==> config.mk <==
export PLATFORM = sky130hd
export DESIGN_NAME = aes_axis_in_packer
export DESIGN_NICKNAME = d
export VERILOG_FILES = /design/src/rtl/aes_axis_in_packer.sv
export SDC_FILE = /design/constraint.sdc
export NUM_CORES = 1
export LEC_CHECK = 0
export ABC_CLOCK_PERIOD_IN_PS = 2200
export CAP_MARGIN = 20
export CORE_AREA = 2 2 176 178
export DETAILED_ROUTE_END_ITERATION = 12
export DIE_AREA = 0 0 178 180
export GPL_TIMING_DRIVEN = 0
export PLACE_DENSITY = 0.76
export SYNTH_ARGS = -nofsm -noshare
export SYNTH_HDL_FRONTEND = slang
export SYNTH_SLANG_ARGS = --single-unit
==> constraint.sdc <==
create_clock -name clk -period 2.2 [get_ports clk]
set_input_delay 0.44 -clock clk [delete_from_list [all_inputs] [get_ports clk]]
set_output_delay 0.44 -clock clk [all_outputs]
set_load 0.05 [all_outputs]
==> src/rtl/aes_axis_in_packer.sv <==
// aes_axis_in_packer: packs a 32-bit AXI-Stream request packet into 128-bit words
// for the AES input block RAM, then starts the controller and stalls until it is done.
// Optional statistics counters are enabled with the AES_PACKER_STATS_EN macro.
// in_fifo_blk_cnt carries one extra bit so that a completely full RAM (2^ADDR words)
// is reported as its true count instead of wrapping to zero.
module aes_axis_in_packer #(
    parameter int IN_FIFO_ADDR_WIDTH = 9,
    parameter int IN_FIFO_DATA_WIDTH = 128
) (
    input  logic                          clk,
    input  logic                          reset,
    input  logic [31:0]                   s_axis_tdata,
    input  logic                          s_axis_tvalid,
    input  logic                          s_axis_tlast,
    output logic                          s_axis_tready,
    output logic [0:31]                   aes_cmd,
    output logic                          in_fifo_w_e,
    output logic [IN_FIFO_ADDR_WIDTH-1:0] in_fifo_addr,
    output logic [0:IN_FIFO_DATA_WIDTH-1] in_fifo_data,
    output logic [IN_FIFO_ADDR_WIDTH:0]   in_fifo_blk_cnt,
    output logic                          ctrl_en,
    input  logic                          ctrl_done,
`ifdef AES_PACKER_STATS_EN
    output logic [31:0]                   pkt_cnt,
    output logic [15:0]                   err_cnt,
`endif
    output logic                          err
);

    localparam int AW = IN_FIFO_ADDR_WIDTH;

    typedef enum logic [1:0] {IDLE, RECV, START, WAIT_DONE} state_t;

    state_t                          state_q, state_d;
    logic                            tready_q, tready_d;
    logic [0:31]                     cmd_q, cmd_d;
    logic                            err_q, err_d;
    logic                            w_e_q, w_e_d;
    logic [AW-1:0]                   addr_q, addr_d;
    logic [0:IN_FIFO_DATA_WIDTH-1]   data_q, data_d;
    logic [AW-1:0]                   wr_addr_q, wr_addr_d;
    logic                            full_q, full_d;
    logic [AW:0]                     blk_cnt_q, blk_cnt_d;
    logic [1:0]                      beat_idx_q, beat_idx_d;
    logic [31:0]                     lanes_q [4];
    logic [31:0]                     lanes_d [4];
    logic                            ctrl_en_q, ctrl_en_d;

    logic                            accept;
    logic                            set_err;
    logic                            err_base;
    logic [0:IN_FIFO_DATA_WIDTH-1]   word;

    // Next-state, packing and write-port logic for the packet FSM
    always_comb begin
        state_d    = state_q;
        cmd_d      = cmd_q;
        w_e_d      = 1'b0;
        addr_d     = addr_q;
        data_d     = data_q;
        wr_addr_d  = wr_addr_q;
        full_d     = full_q;
        blk_cnt_d  = blk_cnt_q;
        beat_idx_d = beat_idx_q;
        lanes_d    = lanes_q;
        ctrl_en_d  = 1'b0;
        set_err    = 1'b0;
        err_base   = err_q;
        accept     = s_axis_tvalid && tready_q;

        word = '0;
        for (int i = 0; i < 4; i++) begin
            if (i < int'(beat_idx_q)) begin
                word[32*i +: 32] = lanes_q[i];
            end else if (i == int'(beat_idx_q)) begin
                word[32*i +: 32] = s_axis_tdata;
            end
        end

        case (state_q)
            IDLE: begin
                if (accept) begin
                    cmd_d      = s_axis_tdata;
                    err_base   = 1'b0;
                    wr_addr_d  = '0;
                    beat_idx_d = '0;
                    blk_cnt_d  = '0;
                    full_d     = 1'b0;
                    if (s_axis_tlast) begin
                        set_err = 1'b1;
                    end else begin
                        state_d = RECV;
                    end
                end
            end
            RECV: begin
                if (accept) begin
                    lanes_d[beat_idx_q] = s_axis_tdata;
                    if (beat_idx_q == 2'd3 || s_axis_tlast) begin
                        beat_idx_d = '0;
                        if (!full_q) begin
                            w_e_d     = 1'b1;
                            addr_d    = wr_addr_q;
                            data_d    = word;
                            blk_cnt_d = blk_cnt_q + 1'b1;
                            if (wr_addr_q == '1) begin
                                full_d = 1'b1;
                            end else begin
                                wr_addr_d = wr_addr_q + 1'b1;
                            end
                        end else begin
                            set_err = 1'b1;
                        end
                    end else begin
                        beat_idx_d = beat_idx_q + 1'b1;
                    end
                    if (s_axis_tlast) begin
                        if (beat_idx_q != 2'd3) begin
                            set_err = 1'b1;
                        end
                        state_d = START;
                    end
                end
            end
            START: begin
                if (blk_cnt_q[AW:1] == '0) begin
                    set_err = 1'b1;
                    state_d = IDLE;
                end else begin
                    ctrl_en_d = 1'b1;
                    state_d   = WAIT_DONE;
                end
            end
            WAIT_DONE: begin
                if (ctrl_done) begin
                    state_d = IDLE;
                end
            end
            default: state_d = IDLE;
        endcase

        err_d    = err_base | set_err;
        tready_d = (state_d == IDLE) || (state_d == RECV);
    end

    // State and datapath registers with synchronous reset
    always_ff @(posedge clk) begin
        if (reset) begin
            state_q    <= IDLE;
            tready_q   <= 1'b0;
            cmd_q      <= '0;
            err_q      <= 1'b0;
            w_e_q      <= 1'b0;
            addr_q     <= '0;
            data_q     <= '0;
            wr_addr_q  <= '0;
            full_q     <= 1'b0;
            blk_cnt_q  <= '0;
            beat_idx_q <= '0;
            lanes_q    <= '{default: '0};
            ctrl_en_q  <= 1'b0;
        end else begin
            state_q    <= state_d;
            tready_q   <= tready_d;
            cmd_q      <= cmd_d;
            err_q      <= err_d;
            w_e_q      <= w_e_d;
            addr_q     <= addr_d;
            data_q     <= data_d;
            wr_addr_q  <= wr_addr_d;
            full_q     <= full_d;
            blk_cnt_q  <= blk_cnt_d;
            beat_idx_q <= beat_idx_d;
            lanes_q    <= lanes_d;
            ctrl_en_q  <= ctrl_en_d;
        end
    end

    assign s_axis_tready   = tready_q;
    assign aes_cmd         = cmd_q;
    assign in_fifo_w_e     = w_e_q;
    assign in_fifo_addr    = addr_q;
    assign in_fifo_data    = data_q;
    assign in_fifo_blk_cnt = blk_cnt_q;
    assign ctrl_en         = ctrl_en_q;
    assign err             = err_q;

`ifdef AES_PACKER_STATS_EN
    logic [31:0] pkt_cnt_q, pkt_cnt_d;
    logic [15:0] err_cnt_q, err_cnt_d;

    // Count started packets and packets that newly raised the error flag
    always_comb begin
        pkt_cnt_d = pkt_cnt_q + 32'(ctrl_en_d);
        err_cnt_d = err_cnt_q + 16'(set_err && !err_base);
    end

    // Statistics registers, wrapping silently
    always_ff @(posedge clk) begin
        if (reset) begin
            pkt_cnt_q <= '0;
            err_cnt_q <= '0;
        end else begin
            pkt_cnt_q <= pkt_cnt_d;
            err_cnt_q <= err_cnt_d;
        end
    end

    assign pkt_cnt = pkt_cnt_q;
    assign err_cnt = err_cnt_q;
`endif

endmodule

==> summary.md, run 1 <==
| Metric | Value |
|---|---|
| Outcome | complete, no violations |
| Pwr Density | 735 nW/µm² |
| IO Pins | 220 |
| Vias in the first global route | 11,000 |
| Later-pin clock latency in the skew report | 560 ps |
| First-pass GRT wire length | 60,500 µm |
| Inserted Clock Buffers | 31 |
| Antenna violations before repair | 1 |
| Buffers and inverters on the worst path | 1 |
| DRC | 0 |
| Reg clk slew, reported paths | 60 ps |
| Die Y-Extent | 180 µm |
| CP Cell Sequence | clkdlybuf4s50_1 |
| Crit path capture type | primary output |
| Hold WS | 303 ps |
| Clock share of power | 44.1% |
| Die X | 178 µm |
| Total net switching power | 2.90 mW |
| Synth cell count leaders | nand2_1 (349), dfxtp_1 (293), a21oi_1 (185), nor2_1 (144), clkbuf_1 (115) |
| Area Growth Syn to Fin | 29.6% |
| Warnings from Yosys | 0 |
| Setup violators final | 0 |
| Leading area contributor after synthesis | dfxtp_1 |
| Final min period | 2180 ps |
| Register area share after synthesis | 49.2% |
| Worst-path fanout max | 2 |
| Synthesized Nets | 1,530 |
| Vias per cell | 5.38 |
| IO buf count | 186 |
| Clock Skew | 8.65 ps |
| GPL Wtd Cong | 0.871 |
| CP Class | reg2out |
| Slew headroom | 49.7% |
| Total grt overflow | 0 |
| CP Launch Type | register |
| Int Pwr | 8.46 mW |
| Cell Area, Placed | 14,300 µm² |
| Hold Fails Final Rpt | 0 |
| Routed len/inst | 18.5 µm |
| Area contributors post-synth | dfxtp_1 (49%), nand2_1 (11%), a21oi_1 (7.8%) |
| CTS tree | done |
| Share of post-route cells with drive strength above 1 | 8.80% |
| Row count | 64 |
| 1st-pass router iterations | 5 |
| HP Class | in2reg |
| Critical path's largest stage delay | 830 ps |
| All-Layer GR Usage | 23.8% |
| Max Root-Sink Buffers | 3 |
| Main synth FF type | dfxtp_1 |
| Count of pins over their slew limit | 0 |
| Critical Path AT | 1740 ps |
| Area share of the leading cell type in the synthesized netlist | 49.2% |
| Sequential Power Share | 47.8% |
| Max-cap violations | 0 |
| Fin crit share | 99.1% |
| Max H-tree Level | 1 |
| Distinct cells, synth | 47 |
| Critical path's slowest cell | clkdlybuf4s50_1 |
| Required time worst endpoint | 1760 ps |
| ANT nets after route | 0 |
| Most frequent cell after synthesis | nand2_1 |
| Fin area | 15,500 µm² |
| Sw Share | 25.5% |
| DRT Wirelength | 39,400 µm |
| Number of synthesized register bits | 293 |
| Actual slew at the worst max-slew pin | 755 ps |
| RSZ-0062 raised after global routing | true |
| Avg Inst Size Synth | 8.03 µm² |
| Top cell family by delay on the critical path | buffers and inverters |
| Leak | 6.40 nW |
| Fmax | 459 MHz |
| Largest net degree at the start of global routing | 16 |
| Comb pwr share | 8.1% |
| DR iter-0 viols | 825 |
| Root Buffer Master | clkbuf_16 |
| Vias | 11,400 |
| VDD IR max | 0.000567 V |
| Post-DP HPWL | 28,500 µm |
| Die Area | 32,000 µm² |
| Post-synth EDFFs | 0 |
| # nets final | 1,748 |
| CORE AREA | 30,200 µm² |
| Starting Density | 39.5% |
| Ys async rst share | 0% |
| Cells after Synth | 1,485 |
| # clock sinks | 293 |
| Post-synthesis cell area | 11,900 µm² |
-- area by class of cell --
cell class	count	area (µm²)
clock inverter	13	87.6
buffer	159	817
clock buffer	44	895
timing repair buffer	187	1920
antenna	1	2.50
sequential	293	5870
tap	396	495
multi-input combinational	1026	5350
inverter	5	18.8
fill	2836	14700
-- per-layer routing --
layer / GRT usage (%) / part of all wire, %
met5: 0 / 0
met1: 30.9 / 42
met3: 4.29 / 7.6
met4: 9.28 / 3.7
met2: 39.2 / 46
-- cells by family after synthesis --
logic type                 count (synthesis)  share of synthesized area (%)
AOI/OAI and AO/OA                        306                           16.0
adders and majority gates                  8                          0.840
DFF                                      293                           49.2
xor gates and xnor gates                   4                          0.294
and+or+nand+nor                          672                           24.2
buffers and inverters                    166                           6.42
muxes                                     36                           3.03
-- cells in the final DEF, fill, tap and decap left out, types with 6 or more instances in the layout --
master           netlist  routed
buf_2                 27      22
mux2i_1               35      35
buf_6                 12      13
dlygate4sd2_1          0      42
clkdlybuf4s50_1        0     101
o21ai_0                9       9
nor2_1               144     144
and3_1                33      33
dfxtp_1              293     291
clkinv_2               0       6
clkbuf_2               0      13
nand2_1              349     348
a21oi_1              185     185
or3_1                  6       6
dlymetal6s2s_1         0      43
a211oi_1              82      72
buf_4                  2       6
clkbuf_1             115     100
a211oi_2              16      26
nand3_1               42      42
ha_1                   8       7
nor3_1                68      68
clkbuf_16              0      31
clkbuf_8               0      10
-- repair_timing --
action	4_1_cts	5_1_grt
pin swaps	1	0
resized for setup	69	77
hold buffers	0	0
gates cloned	0	0
endpoints found under the setup margin	261	206
buffers inserted	1	0
-- registers in the layout, summed over array words and instances, names as in the netlist --
name,count
in_fifo_blk_cnt,10
s_axis_tready,1
beat_idx_q,2
lanes_q,96
err,1
wr_addr_q,9
in_fifo_addr,9
state_q,2
in_fifo_data,128
full_q,1
in_fifo_w_e,1
aes_cmd,32
ctrl_en,1
-- worst min-delay path: stages --
cell and delay, ps:
clkbuf_1 210, nand2_1 110, a21oi_1 50
-- stage by stage --
step                      utilization, %  TNS (ps)  cells  power [mW]  worst slack [ps]
after floorplan                        -         0   1485        6.12               117
after global placement              47.3   -124680   2067        6.44              -920
after detailed placement            47.3   -126620   2067        6.46              -951
after CTS                           50.6     -9.74   2124        11.4             -7.87
after global routing                51.2     -7.67   2124        11.7             -7.31
final                               51.2         0   2124        11.4              19.6
-- power by group through the flow --
| stage | combinational, mW | sequential, mW | clock (mW) |
|---|---|---|---|
| floorplan | 0.366 | 5.76 | 0 |
| global placement | 0.897 | 5.54 | 0 |
| detailed placement | 0.908 | 5.55 | 0 |
| CTS | 0.909 | 5.43 | 5.06 |
| global route | 0.969 | 5.43 | 5.29 |
| finish | 0.915 | 5.43 | 5.01 |
-- path summary, 6_finish.rpt --
kind	start	end	slack (ps)	cells after the start
setup reg to reg	s_axis_tready	in_fifo_data[40]	100	8
setup / recovery	s_axis_tready	s_axis_tready	20	1
hold / removal	s_axis_tdata[0]	lanes_q[64]	300	3
hold reg to reg	in_fifo_data[100]	in_fifo_data[100]	450	2
(Power assumes the default switching activity.)
==> run 2, diff against run 1 <==
--- a/config.mk
+++ b/config.mk
@@ -11,7 +11,7 @@
 export DETAILED_ROUTE_END_ITERATION = 12
 export DIE_AREA = 0 0 178 180
 export GPL_TIMING_DRIVEN = 0
-export PLACE_DENSITY = 0.76
+export PLACE_DENSITY = 0.72
 export SYNTH_ARGS = -nofsm -noshare
 export SYNTH_HDL_FRONTEND = slang
 export SYNTH_SLANG_ARGS = --single-unit
==> run 2 against run 1 <==
Effect of this change:
- first-iteration DRC count decreased by 5.0%
- cell count about the same
- critical path depth unchanged
- die area unchanged
- setup slack got worse by 6.7 ps
- sequential power about the same
- total power increased by 1.1%
- core utilization increased by 0.054 points
- critical path type unchanged
- largest cell class unchanged
==> summary.md, run 2 (synthesized netlist as in run 1, its figures left out) <==
| Metric | Value |
|---|---|
| Outcome | complete, no violations |
| Top cell family by delay on the critical path | buffers and inverters |
| Pre-CTS setup slack | -853 ps |
| Pwr Density | 742 nW/µm² |
| Starting Density | 39.5% |
| Max-cap violations | 0 |
| Critical path's largest stage delay | 860 ps |
| Die Y-Extent | 180 µm |
| Leak | 6.40 nW |
| CTS tree | done |
| Cell Area, Placed | 14,300 µm² |
| Worst setup margin | 13.0 ps |
| Actual slew at the worst max-slew pin | 722 ps |
| Routed len/inst | 18.2 µm |
| Critical Path AT | 1750 ps |
| # fillers | 2,823 |
| Largest register FFs | 128 |
| Antenna violations before repair | 2 |
| IO Pins | 220 |
| Hold WS | 312 ps |
| CP Launch Type | register |
| 1st-pass router iterations | 7 |
| Cts hold-fix bufs | 0 |
| Setup violators final | 0 |
| Buffers and inverters on the worst path | 1 |
| Share of post-route cells with drive strength above 1 | 8.46% |
| Area Growth Syn to Fin | 29.8% |
| CP Cell Sequence | clkdlybuf4s50_1 |
| Max Root-Sink Buffers | 3 |
| Core Util, Final | 51.2% |
| Vias per cell | 5.30 |
| Critical path's slowest cell | clkdlybuf4s50_1 |
| Post-DP HPWL | 28,300 µm |
| Crit path capture type | primary output |
| All-Layer GR Usage | 23.5% |
| DRT Wirelength | 38,600 µm |
| Inserted Clock Buffers | 31 |
| VDD IR max | 0.000559 V |
| Final min period | 2190 ps |
| CP Class | reg2out |
| DRC | 0 |
| Fmax | 457 MHz |
| GPL Wtd Cong | 0.878 |
| Die Area | 32,000 µm² |
| Die X | 178 µm |
| Most frequent cells in the layout | nand2_1 (348), dfxtp_1 (292), a21oi_1 (185), nor2_1 (144), clkdlybuf4s50_1 (105) |
| ANT nets after route | 0 |
| Row count | 64 |
| Max H-tree Level | 1 |
| Reg clk slew, reported paths | 60 ps |
| IO buf count | 186 |
| Largest net degree at the start of global routing | 16 |
| Vias in the first global route | 10,800 |
| Hold Fails Final Rpt | 0 |
| Required time worst endpoint | 1760 ps |
| Root Buffer Master | clkbuf_16 |
| DR iter-0 viols | 784 |
| Count of pins over their slew limit | 0 |
| HP Class | in2reg |
| CORE AREA | 30,200 µm² |
| Slew headroom | 51.9% |
| Total grt overflow | 0 |
| Clock Skew | 11.9 ps |
| Commonest non-fill, non-tap cell in the layout | nand2_1 |
| Later-pin clock latency in the skew report | 560 ps |
| # clock sinks | 293 |
| Fin crit share | 99.4% |
| Vias | 11,300 |
| Fin area | 15,500 µm² |
| Worst-path fanout max | 2 |
| # nets final | 1,750 |
| First-pass GRT wire length | 59,600 µm |
## run 2: cell types whose count changed in the layout (fill, tap and decap cells not counted), sizes merged
cell	previous run	this run
clkdlybuf4s50	101	105
dlygate4sd2	42	37
clkbuf	159	164
dlymetal6s2s	43	44
clkinv	9	5
diode	1	3
clkinvlp	3	0
bufinv	0	1
## run 2: report_power, final
group          switching (mW)  leakage, nW  internal, mW
sequential             0.0449         2.37          5.38
combinational           0.673         3.54         0.246
clock                    2.11        0.499          3.02
total                    2.83         6.40          8.65
## run 2: layer usage
layer	GRT usage, %	up-vias	part of all wire, %
met5	0	-	0
met4	8.36	0	3.0
met3	4.53	83	6.8
met2	39.2	368	47
met1	30.1	5363	43
li1	-	5445	-
## run 2: final cells by class
| cell class | instances | area (µm²) | area share, % |
|---|---|---|---|
| Inverter | 5 | 18.8 | 0.121 |
| Timing Repair Buffer | 189 | 1950 | 12.6 |
| Clock inverter | 7 | 63.8 | 0.412 |
| Antenna cell | 3 | 7.51 | 0.0485 |
| Sequential cell | 293 | 5870 | 37.9 |
| Clock buffer | 47 | 936 | 6.05 |
| Tap cell | 396 | 495 | 3.20 |
| Buffer | 159 | 806 | 5.21 |
| Multi-Input combinational cell | 1026 | 5330 | 34.4 |
## run 2: worst paths after layout
check	end	start	slack [ps]	depth (start not counted)
setup / recovery	in_fifo_data[22]	in_fifo_data[22]	10	1
hold / removal	lanes_q[32]	s_axis_tdata[0]	310	3
setup reg to reg	in_fifo_data[70]	s_axis_tready	80	8
hold reg to reg	lanes_q[92]	lanes_q[92]	450	2
## run 2: per-stage QoR
step | cells | TNS (ps) | total power, mW
floorplan | 1485 | 0 | 6.12
detailed placement | 2067 | -117240 | 6.46
CTS | 2123 | 0 | 11.5
finish | 2125 | 0 | 11.5
global placement | 2067 | -111810 | 6.44
global route | 2124 | -0.673 | 11.8
## run 2: tightest hold or removal path, cell delays in order
cell	delay [ps]
clkbuf_1	210
nand2_1	110
a21oi_1	50
## run 2: timing repair
item	4_1_cts	5_1_grt
buffers inserted	3	0
pin swaps	1	0
endpoints found under the setup margin	229	165
gates resized for setup	67	66
